## config.mk

```make
export PLATFORM = sky130hd
export DESIGN_NAME = prf_free_list
export DESIGN_NICKNAME = d
export VERILOG_FILES = /design/src/rtl/prf_free_list.sv
export SDC_FILE = /design/constraint.sdc
export NUM_CORES = 1
export LEC_CHECK = 0
export ABC_AREA = 1
export ABC_CLOCK_PERIOD_IN_PS = 3200
export BUFFER_PORTS_ARGS = -buffer_cell sky130_fd_sc_hd__buf_2
export CELL_PAD_IN_SITES_DETAIL_PLACEMENT = 2
export CELL_PAD_IN_SITES_GLOBAL_PLACEMENT = 2
export CORE_MARGIN = 2
export CORE_UTILIZATION = 40
export CTS_CLUSTER_DIAMETER = 60
export DETAILED_ROUTE_END_ITERATION = 6
export GPL_TIMING_DRIVEN = 0
export PLACE_DENSITY_LB_ADDON = 0.1
export SYNTH_ARGS = -nofsm -noshare
export SYNTH_HDL_FRONTEND = slang
export SYNTH_SLANG_ARGS = --single-unit
```

## constraint.sdc

```tcl
create_clock -name clock -period 3.2 [get_ports clock]
set_input_delay 0.32 -clock clock [delete_from_list [all_inputs] [get_ports clock]]
set_output_delay 0.32 -clock clock [all_outputs]
set_load 0.05 [all_outputs]
```

## src/rtl/prf_free_list.sv

```systemverilog
// Circular free list of physical-register tags, refilled from the RRAT bitmap after a mispredict.
// Optional PRF_FL_DUAL_SCAN_EN: recovery scans two bitmap bits per cycle.
module prf_free_list #(
    parameter int unsigned PRF_SIZE  = 64,
    parameter int unsigned PRF_WIDTH = 6,
    parameter int unsigned ARF_SIZE  = 32
) (
    input  logic                 clock,
    input  logic                 reset,
    input  logic                 RRAT_free_valid_in,
    input  logic [PRF_WIDTH-1:0] RRAT_free_PRF_num_in,
    input  logic                 RAT_alloc_req_in,
    input  logic                 mispredict_in,
    input  logic [PRF_SIZE-1:0]  RRAT_PRF_FL_in,
    output logic                 FL_alloc_valid_out,
    output logic [PRF_WIDTH-1:0] FL_alloc_PRF_num_out,
    output logic [PRF_WIDTH:0]   FL_count_out,
    output logic                 FL_recovering_out,
    output logic                 FL_error_out
);
    localparam int unsigned FreeMax = PRF_SIZE - ARF_SIZE;
    localparam logic [PRF_WIDTH:0] CountMax = (PRF_WIDTH+1)'(FreeMax);

    typedef enum logic {StIdle, StRecover} state_e;

    logic [PRF_WIDTH-1:0] r_mem [PRF_SIZE];
    logic [PRF_WIDTH-1:0] r_head, r_tail, r_idx;
    logic [PRF_WIDTH:0]   r_count;
    logic [PRF_SIZE-1:0]  r_bitmap;
    logic                 r_error;
    state_e               r_state;

    state_e               w_state_d;
    logic [PRF_WIDTH-1:0] w_head_d, w_tail_d, w_idx_d;
    logic [PRF_WIDTH:0]   w_count_d;
    logic [PRF_SIZE-1:0]  w_bitmap_d, w_onehot;
    logic                 w_error_d, w_pop, w_push_ok;
    logic                 w_we0;
    logic [PRF_WIDTH-1:0] w_wa0, w_wd0;
`ifdef PRF_FL_DUAL_SCAN_EN
    logic                 w_we1;
    logic [PRF_WIDTH-1:0] w_wa1, w_wd1;
`endif

    assign FL_alloc_valid_out   = (r_state == StIdle) && (r_count != '0);
    assign FL_alloc_PRF_num_out = r_mem[r_head];
    assign FL_count_out         = r_count;
    assign FL_recovering_out    = (r_state == StRecover);
    assign FL_error_out         = r_error;

    always_comb begin
        w_state_d  = r_state;
        w_head_d   = r_head;
        w_tail_d   = r_tail;
        w_idx_d    = r_idx;
        w_count_d  = r_count;
        w_bitmap_d = r_bitmap;
        w_error_d  = r_error;
        w_we0      = 1'b0;
        w_wa0      = r_tail;
        w_wd0      = RRAT_free_PRF_num_in;
`ifdef PRF_FL_DUAL_SCAN_EN
        w_we1      = 1'b0;
        w_wa1      = r_tail;
        w_wd1      = r_idx + PRF_WIDTH'(1);
`endif
        w_pop      = RAT_alloc_req_in && FL_alloc_valid_out;
        w_push_ok  = 1'b0;
        w_onehot   = '0;
        w_onehot[RRAT_free_PRF_num_in] = RRAT_free_valid_in;

        if (mispredict_in) begin
            // A tag freed in the flush cycle is folded into the rebuild rather than pushed.
            w_bitmap_d = RRAT_PRF_FL_in | w_onehot;
            w_head_d   = '0;
            w_tail_d   = '0;
            w_count_d  = '0;
            w_idx_d    = '0;
            w_state_d  = StRecover;
        end else if (r_state == StRecover) begin
            if (RRAT_free_valid_in) w_error_d = 1'b1;
            w_we0 = r_bitmap[r_idx];
            w_wd0 = r_idx;
`ifdef PRF_FL_DUAL_SCAN_EN
            // Upper bit lands right after the lower one so ascending order is kept.
            w_we1     = r_bitmap[w_wd1];
            w_wa1     = r_tail + PRF_WIDTH'(w_we0);
            w_tail_d  = r_tail + PRF_WIDTH'(w_we0) + PRF_WIDTH'(w_we1);
            w_count_d = r_count + (PRF_WIDTH+1)'(w_we0) + (PRF_WIDTH+1)'(w_we1);
            w_idx_d   = r_idx + PRF_WIDTH'(2);
            if (r_idx == PRF_WIDTH'(PRF_SIZE - 2)) w_state_d = StIdle;
`else
            w_tail_d  = r_tail + PRF_WIDTH'(w_we0);
            w_count_d = r_count + (PRF_WIDTH+1)'(w_we0);
            w_idx_d   = r_idx + PRF_WIDTH'(1);
            if (r_idx == PRF_WIDTH'(PRF_SIZE - 1)) w_state_d = StIdle;
`endif
        end else begin
            if (RRAT_free_valid_in) begin
                if (r_count == CountMax) begin
                    w_error_d = 1'b1;
                end else begin
                    w_push_ok = 1'b1;
                end
            end
            w_we0     = w_push_ok;
            w_tail_d  = r_tail + PRF_WIDTH'(w_push_ok);
            w_head_d  = r_head + PRF_WIDTH'(w_pop);
            w_count_d = r_count + (PRF_WIDTH+1)'(w_push_ok) - (PRF_WIDTH+1)'(w_pop);
        end
    end

    always_ff @(posedge clock) begin
        if (reset) begin
            r_state  <= StIdle;
            r_head   <= '0;
            r_tail   <= PRF_WIDTH'(FreeMax);
            r_idx    <= '0;
            r_count  <= CountMax;
            r_bitmap <= '0;
            r_error  <= 1'b0;
        end else begin
            r_state  <= w_state_d;
            r_head   <= w_head_d;
            r_tail   <= w_tail_d;
            r_idx    <= w_idx_d;
            r_count  <= w_count_d;
            r_bitmap <= w_bitmap_d;
            r_error  <= w_error_d;
        end
    end

    always_ff @(posedge clock) begin
        if (reset) begin
            for (int unsigned i = 0; i < PRF_SIZE; i++) begin
                r_mem[i] <= (i < FreeMax) ? PRF_WIDTH'(ARF_SIZE + i) : '0;
            end
        end else begin
            if (w_we0) r_mem[w_wa0] <= w_wd0;
`ifdef PRF_FL_DUAL_SCAN_EN
            if (w_we1) r_mem[w_wa1] <= w_wd1;
`endif
        end
    end

endmodule

```

Yosys cells after proc, flatten, opt, wreduce, memory -nomap -nowiden
Memories as Yosys holds them, arrays and structs flattened. A register that Yosys moved wholly into a read port is not among the register bits.
Cells that the tools add are included.
{ "op_classes": {"n_addsub": 7, "reduce_logical": 8, "bitwise_logic": 4, "n_mux": 33, "magnitude_cmp": 3, "n_eq_ne": 2} }
{ "ops": {"columns": ["operator", "count"], "rows": [
  ["64-bit bitwise AND", 1],
  ["64-bit OR", 1],
  ["6-bit two-way mux", 9],
  ["1-bit two-way mux", 21],
  ["6-bit by 1-bit adder with 6-bit output", 3],
  ["7-bit by 1-bit adder with 7-bit output", 2],
  ["6-bit by 7-bit < comparator with 1-bit output (second input constant)", 2],
  ["7-bit by 6-bit == test with 1-bit output (second input constant)", 1],
  ["7-bit two-way mux", 1],
  ["7-bit nonzero test", 1],
  ["7-bit by 1-bit subtractor with 7-bit output", 1],
  ["6-bit by 1-bit adder with 6-bit output (second input constant)", 1],
  ["1-bit binary-select mux with 6-bit select", 1],
  ["1-bit demux with 6-bit select", 1],
  ["6-bit == test (second input constant)", 1],
  ["6-bit by 1-bit greater-or-equal comparator with 1-bit output (second input constant)", 1],
  ["6-bit OR reduction", 1],
  ["1-bit logical AND", 3],
  ["3-bit AND reduction", 1],
  ["1-bit inverter", 2],
  ["2-bit nonzero test", 1],
  ["2-bit OR reduction", 1]
]} }
{ "totals": {"regBits": 91, "output_inout_bits": 16, "mem_count": 1, "ramBits": 384, "in_bits": 75, "wordCells": 67} }
{ "memory_table": {"columns": ["name", "words", "word_bits", "rd", "rd_ports_with_merged_regs", "wr", "line_no", "text"], "rows": [
  ["r_mem", 64, 6, 1, 1, 64, "26", "logic [PRF_WIDTH-1:0] r_mem [PRF_SIZE];"]
]} }

Depth between registers and ports, before layout
{ "depth": {"depth_word": 12, "depth_mapped": 24, "depth_no_buf": 20} }

Worst setup path before layout
OpenSTA, ideal clock, no wires.
{ "synth_timing": {"path_type": "register -> register", "from": "register r_count[2] (netlist: FL_count_out[2])", "to": "register r_count[6] (netlist: FL_count_out[6])", "arrival_time_ns": 4.079, "setup_time_ns": 0.132, "period_less_slack_ns": 4.212, "required_time_ns": 3.068, "setup_slack_ns": -1.012, "path_stages_with_launch": 20, "n_path_buf": 0, "cell_sequence": "dfxtp_1 inv_1 ha_1 nor3b_1 a31oi_1 and2_1 ha_1 inv_1 ha_1 inv_1 fa_1 nor2_1 nor2_1 o21ai_0 nand2_1 nand2_1 a21oi_1 or2_2 nand3_1 a21oi_1"} }
{ "synth_between": {"elab_cells_between_ends": 12, "classes_between": "add/sub: 3; eq/ne: 1; mux: 5; reduce/logical: 3"} }
{ "synth_lines": {"columns": ["item", "line_no", "text"], "rows": [
  ["start: declaration", "28", "logic [PRF_WIDTH:0] r_count;"],
  ["start signal: assignment", "119", "r_count <= CountMax;"],
  ["start signal: assignment", "127", "r_count <= w_count_d;"],
  ["7-bit nonzero test", "45", "assign FL_alloc_valid_out = (r_state == StIdle) && (r_count != '0);"],
  ["1-bit logical AND", "45", null],
  ["named net FL_alloc_valid_out", "15", "output logic FL_alloc_valid_out,"],
  ["1-bit logical AND", "67", "w_pop = RAT_alloc_req_in && FL_alloc_valid_out;"],
  ["7-bit by 1-bit subtractor with 7-bit output", "109", "w_count_d = r_count + (PRF_WIDTH+1)'(w_push_ok) - (PRF_WIDTH+1)'(w_pop);"],
  ["7-bit two-way mux", "80", "end else if (r_state == StRecover) begin"]
]} }
The timed path passes the listed nets, and every way through them passes these cells. The select of a mux whose other input is x is not followed.
A chain may end at the register's enable or synchronous reset.

==> results.yml <==
placed_design:
  io_buffer_count: 85
  placedCellCount: 3391
  place_hpwl_um: 83920
  dpl_cell_area_um2: 25080
  routabilityCongestion: 0.9841
die:
  die_w_um: 246.2
  ios: 91
  fp.dieArea_um2: 60620
  core_region_area_um2: 57810
  rows: 88
  start_util_pct: 40.59
  die_h_um: 246.2
detailed_routing:
  drt_iter0_drc: 2610
  wl_per_cell_um: 35.21
  routed_wl_um: 124800
  antenna_left: 0
  viasPerCell: 6.564
  drc: 0
  routed-via-count: 23270
  drtPass1Iterations: 6
finish:
  design_area_um2: 28700
  drive_above_1_share_pct: 17.02
  syn2layout_area_growth_pct: 22.31
  fin_nets: 2825
  fin_cells: 3545
  final_core_util_pct: 49.65
timing:
  worstMarginPinSlew_ns: 1.497
  clock-skew-final_ns: 0.02449
  finalHoldViolations: 0
  slew_headroom_pct: 0.2196
  fin_crit_sh_pct: 106.9
  fin_ws_ns: -0.2223
  hold_slack_ns: 0.002382
  setup_violations: 19
  fmax_mhz: 292.2
  min_period_ns: 3.422
  drv_slew: 0
  rsz0062_at_grt: "yes"
  tns_ns: -1.010
clocking:
  cts.clk_slew.worst_paths_ns: 0.06
  cts_root_buffer: "clkbuf_16"
  clock_path_buffers: 3
  cts_made_buffers: 57
  clock_latency_ns: 0.66
  ctsHtreeMaxLevel: 2
  cts_tree: "yes"
  cts.sinks: 481
synth:
  synth_seq_cells: 481
  synth_edf_count: 384
  synth_flop_cell: "edfxtp_1"
  yosysWarnings: 0
  post-synth-top-count-cell: "nor2_1"
  synth_area_leaders: "edfxtp_1, nor2_1, dfxtp_1, o21ai_0, nand2_1"
  synth.distinct_cells: 42
  mappedNetlistArea_um2: 23470
  synthCells: 2532
  synthTopCellsByCount: "nor2_1, edfxtp_1, o21ai_0, nand2_1, clkbuf_1"
  syn_area_per_cell_um2: 9.267
  synth_seq_area_share_pct: 57.42
  synth.top_cell.area_share_pct: 49.14
  synth_largest_area_cell: "edfxtp_1"
  syn-num-nets: 2629
  async_flop_share_pct: 0
critical_path:
  path_max_fanout: 11
  critPathRequiredTime_ns: 2.88
  startpoint_type: "flop"
  cp-end-kind: "output port"
  cp_data_arrival_time_ns: 3.10
  path_class: "reg -> out"
power_and_ir_drop:
  power_density_nw_per_um2: 557.2
  irDropWorstVdd_v: 0.0004081
  p_leak_nw: 10.13
global_routing:
  grt_pass1_wl_um: 176200
  antenna_found_initial: 5
  grt_max_degree: 20
  grt_util_all_layers_pct: 41.01
  grt_overflow_total: 0
  grt_pass1_vias: 24290
outcome:
  status: "finished, violations left"
  violations: "max-capacitance violations, negative setup slack"
min_path:
  hold_path_class: "in -> reg"
run:
  cap_viol_max_count: 1
cells in the final DEF (no fill, tap or decap), types with 23 or more instances in the layout:
cell / instances
a21oi_1: 52
a221oi_1: 29
buf_2: 104
clkbuf_1: 104
clkbuf_16: 77
clkbuf_8: 32
dfxtp_1: 88
dlygate4sd3_1: 32
edfxtp_1: 384
inv_1: 77
nand2_1: 230
nand3_1: 84
nand3_4: 30
nand4_1: 113
nor2_1: 667
nor3_1: 23
o21ai_0: 261
o21ai_1: 30
o22ai_1: 57
o22ai_2: 37
path summary, 6_finish.rpt:
path         slack [ns]                    startpoint  cells after the start                         end
max               -0.22                          flop                     11     FL_alloc_PRF_num_out[2]
min reg2reg        0.48        r_head[0]$_SDFFE_PP0N_                      2                        flop
max reg2reg       -0.01  FL_recovering_out$_SDFF_PP0_                      6  r_mem[42][1]$_SDFFCE_PN0P_
min               0.002            RRAT_PRF_FL_in[61]                      3   r_bitmap[61]$_SDFFE_PP0P_
registers in the layout, summed over array words and instances, names as in the netlist, named ones only:
name	cells
r_mem	384
r_bitmap	64
FL_count_out	7
r_head	6
r_idx	6
r_tail	6
FL_error_out	1
FL_recovering_out	1
area by class of cell:
class / instances / area (um^2)
Antenna cell: 7 / 17.52
Sequential cell: 481 / 13500
Multi-Input combinational cell: 1758 / 9350
Timing Repair Buffer: 138 / 1040
Inverter: 93 / 356.6
Clock buffer: 85 / 1663
Fill cell: 6102 / 29110
Buffer: 199 / 1607
Clock inverter: 19 / 212.7
Tap cell: 765 / 957.2
critical path: stages (launching register included):
cell	delay, ns
dfxtp_4	0.47
buf_8	0.17
inv_8	0.05
clkbuf_16	0.16
clkbuf_16	0.21
o21ai_2	0.15
o22ai_2	0.12
o211ai_1	0.39
o211ai_1	0.27
nand3_1	0.17
nand2_2	0.10
buf_6	0.16
report_power, final:
| part | total [mW] | internal, mW | switching, mW |
|---|---|---|---|
| clock network | 6.79 | 3.90 | 2.88 |
| logic | 2.17 | 0.562 | 1.61 |
| registers | 7.03 | 6.92 | 0.111 |
| total | 16.0 | 11.4 | 4.60 |
metal layers:
metal | wire length (um) | GRT usage (%)
met5 | 13 | 0
met4 | 8105 | 24.96
met3 | 12790 | 9.684
met2 | 57490 | 65.29
met1 | 46420 | 50.49
through the flow:
step | power (mW) | worst slack, ns
after floorplan | 8.134 | 0.008978
after global placement | 8.922 | -1.059
after detailed placement | 9.016 | -1.254
after CTS | 15.78 | -0.03893
after global routing | 16.24 | -0.1640
final | 15.99 | -0.2223
logic make-up (layout without fill, tap and decap cells):
| group | Yosys count | in the layout | synth area share (%) |
|---|---|---|---|
| other cells | 0 | 7 | 0 |
| fa+ha+maj | 22 | 22 | 1.205 |
| buf+inv | 293 | 534 | 5.236 |
| flops | 481 | 481 | 57.42 |
| xor+xnor | 5 | 5 | 0.1867 |
| compound gates | 526 | 526 | 12.72 |
| simple gates | 1205 | 1205 | 23.23 |
what timing repair did:
action                     CTS  global route
hold buffers                32             0
resized for setup          289            64
setup endpoints to repair   62           197
pin swaps                   24            25
buffers inserted             7             3
gates cloned                 2             0
hold endpoints to repair    32             0
Power figures use the tool's default switching activity.
